### src/rtl/gbe_cpu_tx_master.sv
// gbe_cpu_tx_master
//   Wishbone master that pushes one packet at a time from a fabric word
//   stream into the GbE core's CPU attach port. It polls BUFFER_SIZES until
//   the previous CPU transmit has drained, copies the packet into the TX
//   buffer window with single-word writes, and then writes the TX size to
//   launch it. On any error the size write is never issued, so the core
//   never sends a partial packet.
//
// Ports
//   wb_clk_i, wb_rst_i          clock, synchronous active-high reset
//   wb_cyc_o .. wb_sel_o        classic Wishbone master request
//   wb_dat_i, wb_ack_i, wb_err_i slave response
//   s_data/s_valid/s_last/s_nbytes/s_ready  packet word stream
//                               (first byte in [31:24], nbytes 0 means 4)
//   busy                        packet in progress
//   done / err                  one-cycle pulses: launched / aborted
//   err_code                    01 timeout, 10 overflow, 11 wb_err (sticky)
//   pkt_count                   launched packets, wrapping
module gbe_cpu_tx_master #(
    parameter logic [31:0] BASE_ADDR               = 32'h0000_0000,
    parameter logic [31:0] TX_BUFFER_OFFSET        = 32'h0000_1000,
    parameter logic [31:0] REG_BUFFER_SIZES_OFFSET = 32'h0000_0018,
    parameter int          MAX_WORDS               = 512,
    parameter int          ACK_TIMEOUT             = 255,
    parameter int          POLL_GAP                = 16
) (
    input  logic        wb_clk_i,
    input  logic        wb_rst_i,
    output logic        wb_cyc_o,
    output logic        wb_stb_o,
    output logic        wb_we_o,
    output logic [31:0] wb_adr_o,
    output logic [31:0] wb_dat_o,
    output logic [3:0]  wb_sel_o,
    input  logic [31:0] wb_dat_i,
    input  logic        wb_ack_i,
    input  logic        wb_err_i,
    input  logic [31:0] s_data,
    input  logic        s_valid,
    input  logic        s_last,
    input  logic [1:0]  s_nbytes,
    output logic        s_ready,
    output logic        busy,
    output logic        done,
    output logic        err,
    output logic [1:0]  err_code,
    output logic [15:0] pkt_count
);

    typedef enum logic [2:0] {
        S_IDLE, S_POLL, S_GAP, S_FETCH, S_WR, S_SIZE, S_ERR, S_FLUSH
    } state_t;

    state_t      state, state_d;
    logic        stb_q, stb_d;
    logic [15:0] tcnt;
    logic [15:0] gcnt;
    logic [9:0]  wcnt;
    logic [31:0] data_q;
    logic        last_q;
    logic [1:0]  nb_q;
    logic [1:0]  err_code_q;
    logic [15:0] pkt_count_q;
    logic        done_q;

    logic [1:0]  code_d;     // non-zero: error detected this cycle
    logic        latch_word;
    logic        wcnt_inc;
    logic        launch;
    logic        tmo;

    // Only the pending-size field of BUFFER_SIZES matters here.
    logic        unused_dat_bits;
    assign unused_dat_bits = ^{wb_dat_i[31:28], wb_dat_i[15:0]};

    // tcnt is zero in the first strobe cycle, so the bus gives up after
    // exactly ACK_TIMEOUT strobe cycles without a response.
    assign tmo = stb_q && (tcnt == 16'(ACK_TIMEOUT - 1));

    // Byte count of the packet: full words before the last, plus the last.
    logic [9:0]  wcnt_m1;
    logic [2:0]  nb_last;
    logic [11:0] size_bytes;
    assign wcnt_m1    = wcnt - 10'd1;
    assign nb_last    = (nb_q == 2'd0) ? 3'd4 : {1'b0, nb_q};
    assign size_bytes = {wcnt_m1, 2'b00} + {9'd0, nb_last};

    always_comb begin
        state_d    = state;
        stb_d      = stb_q;
        code_d     = 2'b00;
        latch_word = 1'b0;
        wcnt_inc   = 1'b0;
        launch     = 1'b0;
        s_ready    = 1'b0;
        case (state)
            S_IDLE: begin
                // Word is left on the stream until the buffer is free.
                if (s_valid) state_d = S_POLL;
            end
            S_POLL, S_WR, S_SIZE: begin
                // Strobe rises one cycle after entering a bus state, which
                // also guarantees an idle cycle between transactions.
                if (!stb_q) begin
                    stb_d = 1'b1;
                end else if (wb_err_i) begin
                    stb_d   = 1'b0;
                    code_d  = 2'b11;
                    state_d = S_ERR;
                end else if (wb_ack_i) begin
                    stb_d = 1'b0;
                    if (state == S_POLL) begin
                        state_d = (wb_dat_i[27:16] == 12'd0) ? S_FETCH : S_GAP;
                    end else if (state == S_WR) begin
                        wcnt_inc = 1'b1;
                        state_d  = last_q ? S_SIZE : S_FETCH;
                    end else begin
                        launch  = 1'b1;
                        state_d = S_IDLE;
                    end
                end else if (tmo) begin
                    stb_d   = 1'b0;
                    code_d  = 2'b01;
                    state_d = S_ERR;
                end
            end
            S_GAP: begin
                if (gcnt == 16'(POLL_GAP - 1)) state_d = S_POLL;
            end
            S_FETCH: begin
                s_ready = 1'b1;
                if (s_valid) begin
                    latch_word = 1'b1;
                    if (wcnt == 10'(MAX_WORDS)) begin
                        code_d  = 2'b10;
                        state_d = S_ERR;
                    end else begin
                        state_d = S_WR;
                    end
                end
            end
            S_ERR: begin
                // Nothing left to discard if the last word is already in.
                state_d = last_q ? S_IDLE : S_FLUSH;
            end
            S_FLUSH: begin
                s_ready = 1'b1;
                if (s_valid && s_last) state_d = S_IDLE;
            end
            default: state_d = S_IDLE;
        endcase
    end

    always_ff @(posedge wb_clk_i) begin
        if (wb_rst_i) begin
            state       <= S_IDLE;
            stb_q       <= 1'b0;
            tcnt        <= 16'd0;
            gcnt        <= 16'd0;
            wcnt        <= 10'd0;
            data_q      <= 32'd0;
            last_q      <= 1'b0;
            nb_q        <= 2'd0;
            err_code_q  <= 2'd0;
            pkt_count_q <= 16'd0;
            done_q      <= 1'b0;
        end else begin
            state  <= state_d;
            stb_q  <= stb_d;
            done_q <= launch;
            tcnt   <= stb_q ? tcnt + 16'd1 : 16'd0;
            gcnt   <= (state == S_GAP) ? gcnt + 16'd1 : 16'd0;
            if (state == S_IDLE) begin
                wcnt   <= 10'd0;
                last_q <= 1'b0;
            end else if (wcnt_inc) begin
                wcnt <= wcnt + 10'd1;
            end
            if (latch_word) begin
                data_q <= s_data;
                last_q <= s_last;
                nb_q   <= s_nbytes;
            end
            if (code_d != 2'b00) err_code_q <= code_d;
            if (launch) pkt_count_q <= pkt_count_q + 16'd1;
        end
    end

    // Request fields are decoded from registered state only, so they stay
    // stable for the whole strobe and read as zero whenever the bus is idle.
    always_comb begin
        wb_cyc_o = stb_q;
        wb_stb_o = stb_q;
        wb_we_o  = 1'b0;
        wb_adr_o = 32'd0;
        wb_dat_o = 32'd0;
        wb_sel_o = 4'h0;
        if (stb_q) begin
            case (state)
                S_POLL: begin
                    wb_adr_o = BASE_ADDR + REG_BUFFER_SIZES_OFFSET;
                    wb_sel_o = 4'hF;
                end
                S_WR: begin
                    wb_we_o  = 1'b1;
                    wb_adr_o = BASE_ADDR + TX_BUFFER_OFFSET + {20'd0, wcnt, 2'b00};
                    wb_dat_o = data_q;
                    wb_sel_o = 4'hF;
                end
                S_SIZE: begin
                    wb_we_o  = 1'b1;
                    wb_adr_o = BASE_ADDR + REG_BUFFER_SIZES_OFFSET;
                    wb_dat_o = {4'b0000, size_bytes, 16'h0000};
                    wb_sel_o = 4'b1100;
                end
                default: ;
            endcase
        end
    end

    assign busy      = (state != S_IDLE);
    assign done      = done_q;
    assign err       = (state == S_ERR);
    assign err_code  = err_code_q;
    assign pkt_count = pkt_count_q;

endmodule

### config.mk
export PLATFORM = sky130hd
export DESIGN_NAME = gbe_cpu_tx_master
export DESIGN_NICKNAME = d
export VERILOG_FILES = /design/src/rtl/gbe_cpu_tx_master.sv
export SDC_FILE = /design/constraint.sdc
export NUM_CORES = 1
export LEC_CHECK = 0
export ABC_AREA = 1
export CAP_MARGIN = 20
export CORE_MARGIN = 3
export CORE_UTILIZATION = 62
export DETAILED_ROUTE_END_ITERATION = 8
export DONT_BUFFER_PORTS = 1
export PLACE_DENSITY = 0.85
export SYNTH_ARGS = -nofsm -noshare
export SYNTH_HDL_FRONTEND = slang
export SYNTH_SLANG_ARGS = --single-unit
export TNS_END_PERCENT = 20
### constraint.sdc
create_clock -name wb_clk_i -period 2.45 [get_ports wb_clk_i]
set_clock_uncertainty 0.15 [all_clocks]
set_input_delay 0.49 -clock wb_clk_i [delete_from_list [all_inputs] [get_ports wb_clk_i]]
set_output_delay 0.49 -clock wb_clk_i [all_outputs]
set_load 0.02 [all_outputs]
==> metrics.md, run 1 <==
| Metric | Value |
|---|---|
| Critical path endpoint category | primary output |
| Share of the clock period used by the worst path | 114% |
| Category of the most critical setup path | flop to primary output |
| Port Buffer Count | 0 |
| FF-to-FF setup slack | about 0.23 ns |
| Net Switching | ~0.0015 W |
| Diode insertion count for antenna repair | 0 |
| Largest net degree at the start of global routing | 71 |
| Largest cells by area after synthesis | sky130_fd_sc_hd__dfxtp_1 (37%), sky130_fd_sc_hd__nand2_1 (10%), sky130_fd_sc_hd__nor2_1 (9.2%) |
| Register area share after synthesis | roughly 37% |
| Clk sink count | 100 |
| Worst Path Arrival | around 2.1 ns |
| Sequential fraction of design power | between 40% and 50% |
| Final setup TNS | -6.09 ns |
| Number of design-rule violations left by the first detailed-router iteration | ~600 |
| Worst-case headroom to the max-slew limit | between 50% and 60% |
| Part of the power in the clock network | between 20 and 30% |
| Metal3 WL | approximately 1700 um |
| Failing checks | negative setup slack |
| Area added between synthesis and finish | 22.6% |
| Result of the run | finished, violations left |
| Mean instance size in the synthesized netlist | 6.68 um^2 |
| Area inside the core boundary | between 8000 and 9000 um^2 |
| Number of H-tree levels | 3 |
| CP delay by family, top | buffers and inverters |
| Total count of max-transition violations in the final report | 0 |
| CTS Buf Count | 9 |
| Die outline area | a little under 10000 um^2 |
| Width of the chip | 99 um |
| Clock slew seen by the registers of the worst setup and hold paths | between 0.1 and 0.15 ns |
| Minimum clock period after layout | 2.78 ns |
| Reg2Reg Capture Point | state[0]$_SDFFE_PP0P_ |
| Highest ir drop seen on vdd | just under 0.0004 V |
| Net Sw Frac | 37.1% |
| Worst EP required | 1.81 ns |
| Chain of cells forming the critical path | inv_4, ha_4, inv_6, ha_4, inv_2, nor2_4, nand3_4, buf_6, nor2_2, o21ai_1, o21ai_1, buf_4 |
| Critical Path Slowest Stage Cell | sky130_fd_sc_hd__dfxtp_2 |
| Highest routing layer actually used | met4 |
| Share of cells above drive strength 1 | between 20% and 30% |
| Pin slew with the least headroom to its limit | 0.628 ns |
| Critical R2R Launch | state[2]$_SDFFE_PP0P_ |
| First drt pass iteration count | 8 |
| Number of buffers on the longest clock path | 2 |
| Fmax | about 360 MHz |
| Area share of the leading cell type in the synthesized netlist | between 30% and 40% |
| Commonest register cell after synthesis | sky130_fd_sc_hd__dfxtp_1 |
| Static leakage | approximately 2.6 nW |
| Final hold violations | 0 |
| Internal power component | about 0.0025 W |
| Post-synth cell types | 37 |
| Final standard cell utilization of the core | between 70% and 80% |
| M1 WL | roughly 6000 um |
| DR vias/cell | about 6 |
| Total vias in the final route | 5813 |
| Worst min-delay path endpoint | done$_SDFF_PP0_ |
| Final weighted congestion in routability-driven placement | about 0.89 |
| Cell type contributing the most total cell area after synthesis | sky130_fd_sc_hd__dfxtp_1 |
| Die outline height | between 90 and 100 um |
| Number of cells produced by synthesis | 803 |
| Flip-flop and latch count after synthesis | 100 |
| Drt total wl | around 17000 um |
| Relative contribution of combinational cells to total power | between 20 and 30% |
| Asr flop ratio synth | 0% |
| Met2 wire length | 7840 um |
| Cells on worst reg2reg path | 10 |
| Peak fanout along the critical path | 4 |
| Worst hold path cell count | 1 |
| Total track usage | 28.6% |
| Fill count | between 400 and 500 |
| DP Wirelength | 9640 um |
| WP buf/inv | 5 |
| Setup repair after global routing missed its margin | true |
| Via count of the first global-routing pass | between 5000 and 6000 |
| Worst Hold Margin | between 0.015 and 0.02 ns |
| Initial Util | about 65% |
| Insertion delay to the later sink of the worst-skew pair | 0.38 ns |
| Top-Level Pins | about 170 |
| Wire length of the first global-routing pass | 23100 um |
| Max Cap Violations | 0 |
| Synthesis warning total | 0 |
| Antenna violation net count after detailed routing | 0 |
| Pwr/cell area | approximately 600 nW/um^2 |
| Netlist area before placement | ~5400 um^2 |
| Worst stage delay on the critical path | ~0.38 ns |
| Worst-case setup margin in the final layout | -0.331 ns |
| Root Buffer Master | sky130_fd_sc_hd__clkbuf_8 |
| Count of nets after finishing | between 900 and 1000 |
| Initial antenna violation count | 0 |
| Global-route congestion overflow total | 0 |
| TritonCTS clock tree | yes |
| Routed wire length per instance | between 15 and 20 um |
| Num rows | 33 |
| Final setup fails | 47 |
| Number of enable flip-flop cells after synthesis | 0 |
| HP Class | primary input to flop |
| DRC violation count after routing | 0 |
| Worst hold start | wb_rst_i |
| Startpoint type of the worst setup path | flop |
[cells by family after synthesis]
logic type | Yosys count | share of synthesized area (%)
simple gates | 371 | 30.6
compound gates | 156 | 15.1
buf+inv | 153 | 12.7
flops | 100 | 37.3
xor+xnor | 13 | 2.12
fa+ha+maj | 9 | 2.10
other cells | 1 | 0.0699
[power groups by stage]
stage	logic, W	clock network (W)	registers (W)
2_1_floorplan	0.000650	0	0.00181
3_3_place_gp	0.000781	0	0.00181
3_5_place_dp	0.000806	0	0.00181
4_1_cts	0.000864	0.00111	0.00178
5_1_grt	0.00117	0.00120	0.00181
6_report	0.00110	0.00113	0.00180
[metrics by stage]
step | std cells | setup slack (ns) | cell area, um^2 | total power, W
after floorplan | 823 | -0.0370 | 5440 | 0.00246
after global placement | 939 | 0.0448 | 5730 | 0.00259
after detailed placement | 939 | -0.0177 | 5730 | 0.00262
after CTS | 959 | -0.154 | 6160 | 0.00376
after global routing | 970 | -0.367 | 6570 | 0.00417
final | 970 | -0.331 | 6570 | 0.00403
[cells in the final DEF (no fill, tap or decap), drive strengths merged]
cell	instances
o22ai	5
and3	1
conb	21
inv	106
dfxtp	100
clkbuf	11
buf	70
xnor2	3
dlygate4sd3	1
nand4	14
bufinv	1
o21a	2
ha	9
nand3	42
clkinv	5
or2	1
nor2	141
o21ai	65
a21oi	77
clkinvlp	1
nand3b	2
xor2	10
o211ai	2
o32ai	1
nor3	21
nand2	147
a211oi	3
o31ai	1
nor3b	2
[area by class of cell]
| class | instances | area (um^2) | area share, % |
|---|---|---|---|
| Multi-Input combinational cell | 570 | 3110 | 47.2 |
| Clock inverter | 7 | 85.1 | 1.29 |
| Clock buffer | 9 | 124 | 1.88 |
| Timing Repair Buffer | 73 | 693 | 10.5 |
| Sequential cell | 100 | 2020 | 30.7 |
| Tap cell | 105 | 131 | 2.00 |
| Inverter | 106 | 417 | 6.34 |
[repair_timing]
item                       4_1_cts  5_1_grt
buffers inserted                 4        8
gates cloned                     0        2
pin swaps                       14       10
hold endpoints to repair         0        2
resized for setup               58       75
setup endpoints to repair       47       47
hold buffers                     0        1
[per-layer routing]
| layer | vias up | track usage (%) |
|---|---|---|
| met4 | 0 | 13.9 |
| li1 | 2644 | - |
| met3 | 134 | 7.78 |
| met1 | 2591 | 31.9 |
| met2 | 444 | 50.2 |
| met5 | - | 0 |
[worst max path at each step]
stage               depth (start not counted)  slack, ns            to                   from
finish                                     12      -0.33  wb_dat_o[24]   wcnt[0]$_SDFFE_PP0P_
global route                               12      -0.37  wb_dat_o[24]   wcnt[0]$_SDFFE_PP0P_
CTS                                        12      -0.15  wb_dat_o[24]   wcnt[0]$_SDFFE_PP0P_
detailed placement                         12      -0.02  wb_dat_o[24]   wcnt[0]$_SDFFE_PP0P_
global placement                           12       0.04  wb_dat_o[24]   wcnt[0]$_SDFFE_PP0P_
floorplan                                   6      -0.04   wb_adr_o[3]  wb_cyc_o$_SDFFE_PP0P_
[sequential cells by signal, summed over array words and instances (netlist names)]
| name | flops |
|---|---|
| wb_cyc_o | 1 |
| tcnt | 16 |
| gcnt | 16 |
| nb_q | 2 |
| done | 1 |
| state | 3 |
| last_q | 1 |
| pkt_count | 16 |
| wcnt | 10 |
| err_code | 2 |
| data_q | 32 |
[synth_stat cells, drive strengths merged (3+ instances only)]
master  count
o21ai      65
xnor2       3
nor3       21
a211oi      3
clkbuf     12
nor2      141
ha          9
xor2       10
inv       106
buf        35
nand4      14
nand3      42
a21oi      77
o22ai       5
nand2     147
dfxtp     100
Power figures use the tool's default switching activity.
==> run 2, diff against run 1 <==
Settings changed: CORE_MARGIN 3 to 1, PLACE_DENSITY 0.85 to 0.8.
==> metrics.md, run 2 (same netlist as run 1, synthesis figures left out) <==
| Metric | Value |
|---|---|
| Result of the run | finished, violations left |
| Failing checks | negative setup slack |
| Clock slew seen by the registers of the worst setup and hold paths | between 0.1 and 0.15 ns |
| Critical R2R Launch | state[2]$_SDFFE_PP0P_ |
| Leading cell type in the layout, fill and taps excluded | sky130_fd_sc_hd__nand2_1 |
| Relative contribution of combinational cells to total power | between 20% and 30% |
| Width of the chip | about 95 um |
| Pwr/cell area | 591 nW/um^2 |
| Minimum clock period after layout | between 2 and 3 ns |
| Count of nets after finishing | a little over 900 |
| Final setup fails | 8 |
| Initial Util | approximately 65% |
| Total track usage | between 20% and 30% |
| Final cell count without fillers | 960 |
| Final hold violations | 0 |
| DP Wirelength | around 8900 um |
| Most used cells in the layout excluding fill and tap cells | sky130_fd_sc_hd__nand2_1 (135), sky130_fd_sc_hd__nor2_1 (125), sky130_fd_sc_hd__inv_1 (97) |
| Startpoint type of the worst setup path | flop |
| Share of cells above drive strength 1 | about 16% |
| Chain of cells forming the critical path | inv_4, buf_6, ha_4, nand2_1, nand2_1, nand2_2, nand3_4, nor2_4, nand3_2, nand2_1, nand3_2, nand2_4 |
| Number of design-rule violations left by the first detailed-router iteration | approximately 260 |
| Max Cap Violations | 0 |
| Cells on worst reg2reg path | 9 |
| Number of H-tree levels | 3 |
| Initial antenna violation count | 0 |
| Global routing met2 resource utilization | 49.3% |
| Top-Level Pins | ~170 |
| Worst EP required | approximately 1.8 ns |
| Via count of the first global-routing pass | about 4700 |
| HP Class | primary input to flop |
| Setup repair after global routing missed its margin | true |
| Fmax | 372 MHz |
| First drt pass iteration count | 5 |
| Total count of max-transition violations in the final report | 0 |
| Global-route congestion overflow total | 0 |
| CTS Buf Count | 9 |
| Port Buffer Count | 0 |
| Internal power component | between 0.002 and 0.0025 W |
| Drt total wl | 13000 um |
| Insertion delay to the later sink of the worst-skew pair | around 0.37 ns |
| Worst Path Arrival | roughly 2.1 ns |
| Worst stage delay on the critical path | about 0.36 ns |
| Die outline area | ~9000 um^2 |
| Hold-fix buffer count after cts | 0 |
| Highest ir drop seen on vdd | 0.000409 V |
| Worst-case setup margin in the final layout | -0.240 ns |
| DRC violation count after routing | 0 |
| Layer with the highest usage after global routing | met2 |
| Worst Hold Margin | ~0.019 ns |
| Met1 track demand over resource in global routing | 34.9% |
| Critical Path Slowest Stage Cell | sky130_fd_sc_hd__dfxtp_2 |
| Antenna violation net count after detailed routing | 0 |
| Die outline height | roughly 95 um |
| Most frequent CP cell | sky130_fd_sc_hd__nand2_1 |
| Post-place instance area | 5750 um^2 |
| Num rows | 33 |
| Fill count | 617 |
| Worst min-delay path endpoint | pkt_count[14]$_SDFFE_PP0P_ |
| Worst hold path cell count | 1 |
| Number of buffers on the longest clock path | 2 |
| Pin slew with the least headroom to its limit | approximately 0.58 ns |
| Root Buffer Master | sky130_fd_sc_hd__clkbuf_8 |
| FF-to-FF setup slack | a little under 0.4 ns |
| Peak fanout along the critical path | 5 |
| Net Sw Frac | 35.6% |
| Wire length of the first global-routing pass | ~21000 um |
| Final weighted congestion in routability-driven placement | a little over 0.9 |
| Critical path endpoint category | primary output |
| Area added between synthesis and finish | 15.1% |
| Largest register by flop count | data_q |
| Static leakage | 2.51 nW |
| Diode insertion count for antenna repair | 0 |
| Largest net degree at the start of global routing | 71 |
| Worst-case headroom to the max-slew limit | 61.1% |
| Net Switching | 0.00130 W |
| Reg2Reg Capture Point | state[0]$_SDFFE_PP0P_ |
| Final setup TNS | -1.44 ns |
| Share of the clock period used by the worst path | 110% |
| Max reg flops | 32 |
| Clk sink count | 100 |
| Part of the power in the clock network | between 20% and 30% |
| Routed wire length per instance | roughly 14 um |
| DR vias/cell | approximately 5.4 |
| Global Route met3 Usage | 7.33% |
| Sequential fraction of design power | a little under 50% |
| Total non-filler cell area in the finished layout | approximately 6000 um^2 |
| Worst hold start | wb_rst_i |
| Category of the most critical setup path | flop to primary output |
| TritonCTS clock tree | yes |
| Area inside the core boundary | around 8300 um^2 |
| Total vias in the final route | about 5200 |
| Dpl cells | 940 |
-- run 2: timing repair --
| item | CTS | global route |
|---|---|---|
| hold endpoints to repair | 0 | 0 |
| setup buffers | 2 | 3 |
| endpoints found under the setup margin | 17 | 34 |
| gates resized for setup | 36 | 22 |
| pin swaps | 8 | 9 |
-- run 2: critical path, delay by kind of cell, from the launching register on --
kind / cells / cell delay [ns]
simple gates: 9 / 0.96
flops: 1 / 0.36
buf+inv: 2 / 0.18
fa+ha+maj: 1 / 0.18
-- run 2: per-stage QoR --
stage / setup WS, ns / utilization [%] / power [W]
floorplan: -0.0370 / - / 0.00246
global placement: 0.0272 / 69.3 / 0.00258
detailed placement: 0.00916 / 69.3 / 0.00260
CTS: -0.148 / 73.0 / 0.00360
global route: -0.350 / 74.4 / 0.00385
finish: -0.240 / 74.4 / 0.00365
-- run 2: worst max path at each step --
stage                     depth (start not counted)             startpoint           end
after floorplan                                   6  wb_cyc_o$_SDFFE_PP0P_   wb_adr_o[3]
after global placement                           12   wcnt[0]$_SDFFE_PP0P_  wb_dat_o[24]
after detailed placement                         12   wcnt[0]$_SDFFE_PP0P_  wb_dat_o[24]
after CTS                                        13   wcnt[0]$_SDFFE_PP0P_  wb_dat_o[24]
after global routing                             12   wcnt[0]$_SDFFE_PP0P_  wb_dat_o[25]
final                                            12   wcnt[0]$_SDFFE_PP0P_  wb_dat_o[27]
-- run 2: power groups by stage --
| stage | clock (W) | sequential [W] | combinational, W |
|---|---|---|---|
| 6_report | 0.00100 | 0.00180 | 0.000854 |
| 5_1_grt | 0.00108 | 0.00181 | 0.000957 |
| 4_1_cts | 0.00101 | 0.00179 | 0.000802 |
| 3_5_place_dp | 0 | 0.00182 | 0.000775 |
| 3_3_place_gp | 0 | 0.00182 | 0.000758 |
| 2_1_floorplan | 0 | 0.00181 | 0.000650 |
-- run 2: per-layer routing --
metal / up-vias / routed length (um)
li1: 2633 / -
met5: - / 0
met1: 2319 / 5450
met4: 0 / 227
met2: 224 / 6340
met3: 25 / 975
-- run 2: cell type report --
class | instances | area (um^2) | area share [%]
Clock buffer | 9 | 124 | 2.01
Timing Repair Buffer | 64 | 500 | 8.11
Sequential cell | 100 | 2010 | 32.6
Inverter | 106 | 405 | 6.57
Tap cell | 105 | 131 | 2.13
Multi-Input combinational cell | 570 | 2950 | 47.7
Clock inverter | 6 | 56.3 | 0.912
